[src/rtl/mult_pkg.sv]
// Shared constants and types for the sequential Booth multiplier.
package mult_pkg;
  localparam int DEF_WIDTH = 32;
  localparam int CNT_W     = $clog2(DEF_WIDTH + 1);

  typedef enum logic {
    IDLE = 1'b0,
    RUN  = 1'b1
  } state_t;
endpackage

[src/rtl/booth_step.sv]
// One radix-2 Booth iteration: conditional add/sub of M into the accumulator,
// then an arithmetic right shift of the whole {acc, multiplier, q-1} register.
module booth_step #(
  parameter int WIDTH = 32
) (
  input  logic [WIDTH:0]     i_acc,  // accumulator, WIDTH+1 bits signed
  input  logic [WIDTH:0]     i_mq,   // {multiplier, q-1}; [1:0] is the Booth pair
  input  logic [WIDTH:0]     i_m,    // sign-extended multiplicand
  output logic [2*WIDTH+1:0] o_p     // next shifted P
);
  logic [WIDTH:0] w_sum;

  // Booth recoding of the pair: 01 adds M, 10 subtracts M, 00/11 pass through.
  always_comb begin
    w_sum = i_acc;
    case (i_mq[1:0])
      2'b01:   w_sum = i_acc + i_m;
      2'b10:   w_sum = i_acc - i_m;
      default: w_sum = i_acc;
    endcase
  end

  // Arithmetic shift right by one; the old q-1 bit falls off the bottom.
  assign o_p = {w_sum[WIDTH], w_sum, i_mq[WIDTH:1]};
endmodule

[src/rtl/multiplier_32.sv]
// Sequential signed WIDTHxWIDTH multiplier, one Booth step per clock.
// The product register only changes on completion, so a reset or a new run
// never exposes a partial result.
module multiplier_32
  import mult_pkg::*;
#(
  parameter int WIDTH = DEF_WIDTH
) (
  output logic [2*WIDTH-1:0] ab,
  output logic               busy,
  input  logic [WIDTH-1:0]   a,
  input  logic [WIDTH-1:0]   b,
  input  logic               clk,
  input  logic               start,
  input  logic               rst
);
  localparam int CW = $clog2(WIDTH + 1);

  state_t               r_state;
  state_t               w_next;
  logic [WIDTH:0]       r_m;
  logic [2*WIDTH+1:0]   r_p;
  logic [CW-1:0]        r_cnt;
  logic [2*WIDTH-1:0]   r_ab;
  logic [2*WIDTH+1:0]   w_p_next;
  logic                 w_accept;
  logic                 w_last;

  assign w_accept = (r_state == IDLE) && start;
  assign w_last   = (r_state == RUN) && (r_cnt == CW'(1));

  booth_step #(.WIDTH(WIDTH)) u_step (
    .i_acc (r_p[2*WIDTH+1:WIDTH+1]),
    .i_mq  (r_p[WIDTH:0]),
    .i_m   (r_m),
    .o_p   (w_p_next)
  );

  // State register.
  always_ff @(posedge clk or posedge rst) begin
    if (rst) r_state <= IDLE;
    else     r_state <= w_next;
  end

  // Next state: accept in IDLE, return to IDLE after the last Booth step.
  always_comb begin
    w_next = r_state;
    case (r_state)
      IDLE:    if (start)  w_next = RUN;
      RUN:     if (w_last) w_next = IDLE;
      default: w_next = IDLE;
    endcase
  end

  // Datapath: load operands on accept, iterate while running, publish at the end.
  always_ff @(posedge clk or posedge rst) begin
    if (rst) begin
      r_m   <= '0;
      r_p   <= '0;
      r_cnt <= '0;
      r_ab  <= '0;
    end else if (w_accept) begin
      r_m   <= {a[WIDTH-1], a};
      r_p   <= {{(WIDTH+1){1'b0}}, b, 1'b0};
      r_cnt <= CW'(WIDTH);
    end else if (r_state == RUN) begin
      r_p   <= w_p_next;
      r_cnt <= r_cnt - CW'(1);
      // Product field is P[2W:1]; its top bit P[2W+1] is pure sign extension.
      if (w_last) r_ab <= w_p_next[2*WIDTH:1];
    end
  end

  assign ab   = r_ab;
  assign busy = (r_state == RUN);
endmodule

[config.mk]
export PLATFORM = sky130hd
export DESIGN_NAME = multiplier_32
export DESIGN_NICKNAME = d
export VERILOG_FILES = /design/src/rtl/mult_pkg.sv /design/src/rtl/booth_step.sv /design/src/rtl/multiplier_32.sv
export SDC_FILE = /design/constraint.sdc
export NUM_CORES = 1
export LEC_CHECK = 0
export ABC_AREA = 1
export CAP_MARGIN = 10
export CORE_MARGIN = 10
export CORE_UTILIZATION = 52
export CTS_CLUSTER_SIZE = 16
export DETAILED_ROUTE_END_ITERATION = 6
export HOLD_SLACK_MARGIN = 0.06
export PLACE_DENSITY = 0.76
export SLEW_MARGIN = 20
export SYNTH_ARGS = -nofsm -noshare
export SYNTH_HDL_FRONTEND = slang
export SYNTH_SLANG_ARGS = --single-unit
[constraint.sdc]
create_clock -name clk -period 15.7 [get_ports clk]
set_input_delay 2.355 -clock clk [delete_from_list [all_inputs] [get_ports clk]]
set_output_delay 2.355 -clock clk [all_outputs]
set_load 0.005 [all_outputs]
==> metrics.md, run 1 <==
| Metric | Value |
|---|---|
| Outcome | `finished clean` |
| DIE HEIGHT | `157 microns` |
| CP endpoint | `r_p[34]` |
| CP Capture Type | `asynchronous set/reset pin` |
| CP required | `16,130 ps` |
| Yosys top cell by area | `dfrtp_1` |
| Gpl congestion | `0.921` |
| HPWL after DPL | `19,800 microns` |
| Final min period | `3970 ps` |
| Via/cell ratio | `5.33` |
| Die Area | `0.0247 sq mm` |
| GRT Resource Usage Total | `0.220` |
| CTS tree | `built` |
| H-tree levels | `4` |
| Worst-path cell chain | `clkdlybuf4s50_1 > inv_6 > buf_4` |
| Critical path's top delay family | `buffers and inverters` |
| Cells after DPL | `1,669` |
| Post-CTS sizing | `0` |
| Clock transition at the registers of the reported paths | `70 ps` |
| Die X | `157 microns` |
| Worst Skew | `13.0 ps` |
| Clk sinks | `168` |
| Cells on worst reg2reg path | `18` |
| Layout cells sized above 1 | `0.0518` |
| Worst Max-Slew Pin Slew | `939 ps` |
| Num CTS Buffers | `17` |
| Number of max-cap violations | `0` |
| Area after DPL | `0.0113 sq mm` |
| Fin crit share | `0.253` |
| CTS Buffer Depth | `2` |
| Crit path buffers/inverters | `3` |
| Grt total ovfl | `0` |
| Initial core utilization | `0.526` |
| Syn_area_per_cell | `7.31 sq um` |
| Number of diodes | `0` |
| Slowest-stage cell, CP | `buf_4` |
| TNS Setup | `0 ps` |
| FMAX | `0.252 GHz` |
| # DRC | `0` |
| IO Count | `132` |
| Final Max Tran Viols | `0` |
| Root Buffer | `clkbuf_16` |
| CTS Hold Bufs | `0` |
| Initial DRT Pass Iterations | `5` |
| Slowest stage delay, CP | `850 ps` |
| Clk Latency, worst-skew pair | `440 ps` |
| Post-CTS Setup Repair Bufs | `0` |
| Synth area leaders | `dfrtp_1 43%, nand2_1 19%, inv_1 6.2%` |
| Worst R2R End | `ab[46]` |
| Final instance area | `0.0119 sq mm` |
| Worst flop-to-flop path startpoint | `r_p[1]` |
| Number of synthesized flops with an enable pin | `0` |
| Non-filler cells, final | `1,701` |
| Main synth FF type | `dfrtp_1` |
| Routed len/inst | `15.8 microns` |
| Largest net degree at the start of global routing | `96` |
| Startpoint types | `input port` |
| Initial antenna violation count | `0` |
| HP Class | `flip-flop to flip-flop` |
| Fraction of registers with async set/reset | `1.00` |
| WL final | `26,900 microns` |
| Synth cell types | `40` |
| CP Depth | `3` |
| Final nets | `1,558` |
| Antenna-violating nets left | `0` |
| Post-synth top area share | `0.429` |
| Via Count | `9,062` |
| Port-buffer cells | `131` |
| Seq/Total Area, Yosys | `0.429` |
| Vias in the first global route | `8,632` |
| Fin util | `0.639` |
| First-pass GRT wire length | `43,700 microns` |
| CP max FO | `94` |
| # setup viols final | `0` |
| FF+latch count, synth | `168` |
| Layout area overhead | `21.7%` |
| Row count | `50` |
| Final Hold Fails | `0` |
| Worst R2R Setup Slack | `12,170 ps` |
| Crit path launch | `rst` |
| CP Class | `input port to asynchronous set/reset pin` |
| Yosys synthesis warning count | `0` |
| RSZ-0062 raised after global routing | `false` |
| Mapped Cells | `1,340` |
| Core area | `0.0186 sq mm` |
| Slew headroom | `0.374` |
| 1st-iter DRT viols | `673` |
| Mapped Area | `0.00980 sq mm` |
| Worst hold start | `ab[30]` |
| Arrival time of the worst setup path | `4400 ps` |
| Net Count, Synth | `1,444` |
==> cell families (layout without fill, tap and decap cells) <==
logic type | Yosys count | after routing | synth area share
simple gates | 695 | 695 | 0.293
buf+inv | 213 | 340 | 0.0834
xor+xnor | 33 | 33 | 0.0303
flops | 168 | 168 | 0.429
compound gates | 194 | 194 | 0.116
fa+ha+maj | 37 | 37 | 0.0480
==> worst register-to-register path, stage by stage, from the launching register on <==
cell and delay [ps]:
dfrtp_1 400, ha_1 180, buf_4 190, inv_1 380, nand2_1 150, o21ai_0 120, xor2_1 180, inv_1 100
ha_1 350, a21oi_1 210, inv_1 60, nor2_1 90, nand2_1 130, nand2_1 100, nand2_1 120, xor2_1 170
o21ai_0 380, nand2_1 100, nand2_1 70
==> Yosys cell counts, drive strengths merged, types with 18 or more instances <==
library cell / n
a21oi: 36
buf: 18
clkbuf: 28
dfrtp: 168
ha: 36
inv: 166
nand2: 487
nand3: 72
nor2: 96
o21ai: 97
o221ai: 27
xor2: 23
==> sequential cells by signal, indices dropped and copies added, names as in the netlist <==
register / cells
ab: 64
busy: 1
r_cnt: 6
r_m: 32
r_p: 65
==> per-layer routing <==
layer,track usage,share of wire,up-vias
met5,0,0,-
met4,0.0552,0.014,0
met3,0.0461,0.065,31
met2,0.340,0.45,271
met1,0.310,0.47,4242
li1,-,-,4518
==> layout by cell type, fill, tap and decap left out, types with 3 or more instances in the layout <==
cell type        instances
o21bai_1                 7
o21ai_1                  7
o22ai_1                 12
or2_2                   11
nand2_1                483
dfrtp_1                168
a21oi_1                 35
o21ai_0                 90
nor2_2                   3
inv_6                    4
o221ai_1                27
o31ai_1                  3
clkbuf_16               17
nand3_1                 72
a31oi_1                  5
nand4_1                  7
nand2_2                  4
buf_4                   10
nor3_1                   5
inv_8                    3
inv_1                  161
nor2_4                   5
clkinv_8                 6
clkdlybuf4s50_1        131
nand3b_1                 6
xor2_1                  23
xnor2_1                  9
ha_1                    36
inv_2                    4
nor2_1                  88
nor4_1                   5
==> how the worst min path moves through the flow <==
stage	to	slack [ps]	cells past startpoint
finish	ab[30]	470	2
global route	ab[60]	500	2
CTS	ab[30]	480	2
detailed placement	ab[30]	460	2
global placement	ab[31]	450	2
floorplan	r_cnt[5]	450	1
==> cell type report <==
cell class              count  area (sq um)
clock buffers              17           425
clock inverters            15           200
fillers                  1644          6720
inverters                 167           634
multi-input cells         959          4780
flip-flops and latches    168          4200
well taps                 234           293
repair buffers            141          1390
==> per-stage QoR <==
| step | hold slack (ps) | worst slack [ps] |
|---|---|---|
| 2_1_floorplan | 453 | 8800 |
| 3_3_place_gp | 452 | 11190 |
| 3_5_place_dp | 458 | 11180 |
| 4_1_cts | 476 | 11640 |
| 5_1_grt | 499 | 11370 |
| 6_report | 470 | 11730 |
Power of run 1 is left out: the tool's default activity adds up to more than one toggle a clock period on the data nets, which glitch-free logic cannot reach.
==> run 2: changes to the inputs <==
- clock period: 15.7 -> 4.1 ns (I/O delays scaled with it)
==> run 2 against run 1 <==
Effect of this change: hold slack gained 0.98 ps; die area unchanged; critical path depth up 14; highest routed layer unchanged; critical endpoint is now r_p[47]; critical path type is now flip-flop to flip-flop; sequential share of layout area is 0.11 points lower; global-route usage up 0.53 points; flip-flop and latch count unchanged; wire length is 2.3% higher.
==> metrics.md, run 2 (synthesized netlist as in run 1, its figures left out) <==
| Metric | Value |
|---|---|
| CTS Hold Bufs | `0` |
| CP max FO | `16` |
| Number of diodes | `0` |
| Worst Skew | `16.5 ps` |
| Row count | `50` |
| Metal3 WL | `1610 microns` |
| Initial DRT Pass Iterations | `5` |
| Die Area | `0.0247 sq mm` |
| Layout cells sized above 1 | `0.0544` |
| Port-buffer cells | `131` |
| First-pass GRT wire length | `44,400 microns` |
| Non-filler cells, final | `1,705` |
| Most frequent cells in the layout | `483 x nand2_1, 168 x dfrtp_1, 161 x inv_1` |
| Layout area overhead | `22.1%` |
| Clk sinks | `168` |
| Most used cell, CP | `nand2_1` |
| Fin crit share | `0.829` |
| H-tree levels | `4` |
| Routed len/inst | `16.1 microns` |
| Vias in the first global route | `8,557` |
| DR top layer | `met4` |
| Largest net degree at the start of global routing | `169` |
| Slowest stage delay, CP | `400 ps` |
| Outcome | `finished clean` |
| Post-CTS Setup Repair Bufs | `0` |
| CP required | `4470 ps` |
| Worst Max-Slew Pin Slew | `899 ps` |
| Final Hold Fails | `0` |
| HP Class | `flip-flop to flip-flop` |
| Final Max Tran Viols | `0` |
| CTS Buffer Depth | `2` |
| Grt total ovfl | `0` |
| CP Capture Type | `flip-flop` |
| Met2 WL post-DR | `12,000 microns` |
| Wire length on met1 | `13,400 microns` |
| Root Buffer | `clkbuf_16` |
| Gpl congestion | `0.924` |
| WL final | `27,500 microns` |
| Area after DPL | `0.0113 sq mm` |
| Final nets | `1,562` |
| CTS tree | `built` |
| Slowest-stage cell, CP | `dfrtp_1` |
| Slew headroom | `0.401` |
| Initial core utilization | `0.526` |
| Via Count | `8,971` |
| CP Class | `flip-flop to flip-flop` |
| Post-CTS sizing | `0` |
| Clk Latency, worst-skew pair | `440 ps` |
| Die X | `157 microns` |
| Arrival time of the worst setup path | `3770 ps` |
| HPWL after DPL | `20,700 microns` |
| Initial antenna violation count | `0` |
| Core area | `0.0186 sq mm` |
| Startpoint types | `flip-flop` |
| # DRC | `0` |
| IO Count | `132` |
| TNS Setup | `0 ps` |
| Number of flip-flops in the largest register | `65` |
| # setup viols final | `0` |
| Final min period | `3400 ps` |
| Number of max-cap violations | `0` |
| GRT Resource Usage Total | `0.226` |
| Top reg by flops | `r_p` |
| DIE HEIGHT | `157 microns` |
| Num CTS Buffers | `17` |
| 1st-iter DRT viols | `652` |
| Final instance area | `0.0120 sq mm` |
| Clock transition at the registers of the reported paths | `80 ps` |
| FMAX | `0.294 GHz` |
| Cells after DPL | `1,673` |
| Fillers | `1,698` |
| Commonest non-fill, non-tap cell in the layout | `nand2_1` |
| Via/cell ratio | `5.26` |
| Antenna-violating nets left | `0` |
| Worst-path cell chain | `ha_1 > inv_1 > nand2_1 > o21ai_0 > xor2_1 > inv_1 > ha_1 > a21oi_1 > inv_1 > nor2_1 > nand2_1 > nand2_1 > nand2_1 > xor2_1 > o21ai_0 > nand2_1 > nand2_1` |
| RSZ-0062 raised after global routing | `false` |
==> run 2: cell types whose count changed in the layout (fill, tap and decap cells not counted) <==
| cell | before | now |
|---|---|---|
| inv_12 | 0 | 1 |
| clkinvlp_4 | 1 | 3 |
| clkinv_8 | 6 | 4 |
| inv_4 | 1 | 0 |
| clkinv_4 | 0 | 1 |
| clkinv_2 | 1 | 0 |
| inv_2 | 4 | 5 |
| inv_8 | 3 | 5 |
| buf_12 | 0 | 1 |
| inv_6 | 4 | 1 |
| buf_4 | 10 | 13 |
==> run 2: layout make-up <==
| type | count | area (sq um) | share of cell area |
|---|---|---|---|
| multi-input cells | 959 | 4780 | 0.400 |
| clock buffers | 17 | 425 | 0.0356 |
| repair buffers | 145 | 1430 | 0.119 |
| clock inverters | 15 | 200 | 0.0167 |
| inverters | 167 | 631 | 0.0527 |
| flip-flops and latches | 168 | 4200 | 0.352 |
| well taps | 234 | 293 | 0.0245 |
==> run 2: path summary, 6_finish.rpt <==
path                       startpoint  endpoint  slack [ps]  cells past startpoint
max in group asynchronous         rst   r_p[64]        2650                      3
min reg2reg                    ab[25]    ab[25]         470                      2
max reg2reg                    r_p[1]   r_p[47]         700                     17
min                            ab[25]    ab[25]         470                      2
min in group asynchronous         rst     ab[2]         790                      3
max                            r_p[1]   r_p[47]         700                     17
==> run 2: layer usage <==
metal  vias up  track usage
met4         0       0.0597
met3        37       0.0428
met2       243        0.336
li1       4525            -
met1      4166        0.328
met5         -            0
==> run 2: worst max-delay path, delay by kind of cell (launching register included) <==
family | cells | cell delay (ps)
AOI/OAI and AO/OA | 3 | 730
xor gates and xnor gates | 2 | 330
and+or+nand+nor | 7 | 740
adders and majority gates | 2 | 580
buffers and inverters | 3 | 530
DFF | 1 | 400
==> run 2: per-stage QoR <==
stage	setup WS (ps)	util	hold WS, ps
global route	339	0.642	498
global placement	762	0.608	455
detailed placement	747	0.608	458
CTS	741	0.642	477
floorplan	1330	-	453
finish	701	0.642	471
Power of run 2 is left out for the same reason.
==> run 3: changes to the inputs <==
- CORE_UTILIZATION: 52 -> 51
- PLACE_DENSITY: 0.76 -> 0.78
- clock period: 4.1 -> 3 ns (I/O delays scaled with it)
==> run 3 against run 2 <==
Effect of this change: the flow now finishes with violations (setup timing); critical path depth grew 5; highest routed layer unchanged; largest cell class unchanged; hold slack lost 140 ps; wire length grew 13%; final cell count grew 7.6%; flip-flop and latch count is the same; register-to-register slack lost 840 ps; die area grew 1.7%; first-iteration DRC count grew 18%; sequential share of layout area shrank 4.7 points; maximum frequency grew 8.1%; setup slack lost 840 ps.
==> metrics.md, run 3 (synthesized netlist as in run 1, its figures left out) <==
| Metric | Value |
|---|---|
| Outcome | `finished with violations` |
| Failing checks | `setup timing` |
| CP max FO | `4` |
| Row count | `50` |
| Core area | `0.0188 sq mm` |
| Crit path launch | `r_m[0]` |
| Area occupied by multi-input gates | `0.00576 sq mm` |
| Clk Latency, worst-skew pair | `450 ps` |
| # setup viols final | `18` |
| Cells on worst reg2reg path | `22` |
| Clk sinks | `168` |
| Top reg by flops | `r_p` |
| Die Area | `0.0252 sq mm` |
| Initial antenna violation count | `0` |
| Vias in the first global route | `9,221` |
| Num CTS Buffers | `17` |
| Layout cells sized above 1 | `0.227` |
| Gpl congestion | `0.946` |
| H-tree levels | `4` |
| Final Hold Fails | `0` |
| Arrival time of the worst setup path | `3480 ps` |
| Commonest non-fill, non-tap cell in the layout | `nand2_1` |
| Layout area overhead | `41.0%` |
| Number of diodes | `0` |
| Routed len/inst | `17.0 microns` |
| First-pass GRT wire length | `47,500 microns` |
| Via/cell ratio | `5.32` |
| Root Buffer | `clkbuf_16` |
| Worst Max-Slew Pin Slew | `963 ps` |
| Fin util | `0.734` |
| CP required | `3340 ps` |
| Initial DRT Pass Iterations | `6` |
| CP Capture Type | `flip-flop` |
| HPWL after DPL | `22,000 microns` |
| Final min period | `3140 ps` |
| Port-buffer cells | `131` |
| WL final | `31,200 microns` |
| Number of flip-flops in the largest register | `65` |
| Grt total ovfl | `0` |
| Fillers | `1,424` |
| Antenna-violating nets left | `0` |
| Worst flop-to-flop path startpoint | `r_m[0]` |
| RSZ-0062 raised after global routing | `true` |
| Largest net degree at the start of global routing | `91` |
| IO Count | `132` |
| Final worst-path setup slack | `-143 ps` |
| Clock transition at the registers of the reported paths | `80 ps` |
| # DRC | `0` |
| Final Max Tran Viols | `0` |
| DIE HEIGHT | `159 microns` |
| Via Count | `9,748` |
| Register Area | `0.00420 sq mm` |
| 1st-iter DRT viols | `771` |
| CP Class | `flip-flop to flip-flop` |
| Number of max-cap violations | `0` |
| FMAX | `0.318 GHz` |
| Slew headroom | `0.357` |
| Most frequent cells in the layout | `436 x nand2_1, 168 x dfrtp_1, 146 x inv_1` |
| Worst Skew | `11.8 ps` |
| Die X | `159 microns` |
| Fin crit share | `1.05` |
| HP Class | `input port to asynchronous set/reset pin` |
| CTS Buffer Depth | `2` |
| CTS tree | `built` |
| Final nets | `1,665` |
| GRT Resource Usage Total | `0.240` |
| Initial core utilization | `0.520` |
| Startpoint types | `flip-flop` |
| CTS Hold Bufs | `0` |
==> run 3: cell types whose count changed in the layout (fill, tap and decap cells not counted), sizes merged <==
cell	before	now
inv	173	171
buf	14	117
clkinvlp	3	2
clkinv	5	8
==> run 3: worst max-delay path: stages (launching register included) <==
cell and delay [ps]:
dfrtp_1 400, inv_2 90, ha_4 140, nand2_2 70, nor2_4 150, nand4_1 150, nor2_2 160, nor2_2 70
nor2_4 110, o21ai_2 80, xor2_1 190, inv_2 80, ha_4 280, buf_4 150, a21oi_4 130, o21ai_2 80
o21bai_4 170, a21oi_2 160, nand2_1 70, nand2_1 70, nand3_2 100, nand3_1 80, nand2_1 50
==> run 3: cell type report <==
type                            count  area share
Timing Repair Buffer              248       0.163
Clock buffer                       17      0.0308
Sequential cell                   168       0.304
Multi-Input combinational cell    959       0.417
Tap cell                          260      0.0235
Clock inverter                     15      0.0157
Inverter                          167      0.0457
==> run 3: repair_timing <==
action                     4_1_cts  5_1_grt
buffers inserted                 2       10
pin swaps                       33       53
setup endpoints to repair       34       50
gates resized for setup         82      156
==> run 3: layer usage <==
layer  global-route usage  wire length [microns]
met5                    0                      0
met2                0.385                  14800
met1                0.330                  13700
met4               0.0609                    408
met3               0.0421                   2280
==> run 3: worst paths after layout <==
path	end	slack, ps
setup / recovery	ab[58]	-140
hold / removal	ab[4]	330
setup reg to reg	ab[58]	-140
hold reg to reg	ab[25]	470
max in group asynchronous	r_p[64]	1960
min in group clk	ab[25]	470
==> run 3: metrics by stage <==
step / std cells / hold slack, ps / setup slack, ps / cell area (sq um) / TNS [ps]
CTS: 1824 / 336 / -49.0 / 13100 / -322
finish: 1834 / 333 / -143 / 13800 / -1280
global route: 1834 / 364 / -367 / 13800 / -7470
global placement: 1790 / 453 / -278 / 12100 / -2750
detailed placement: 1790 / 461 / -376 / 12100 / -5490
floorplan: 1340 / 453 / 225 / 9800 / 0
Power of run 3 is left out for the same reason.
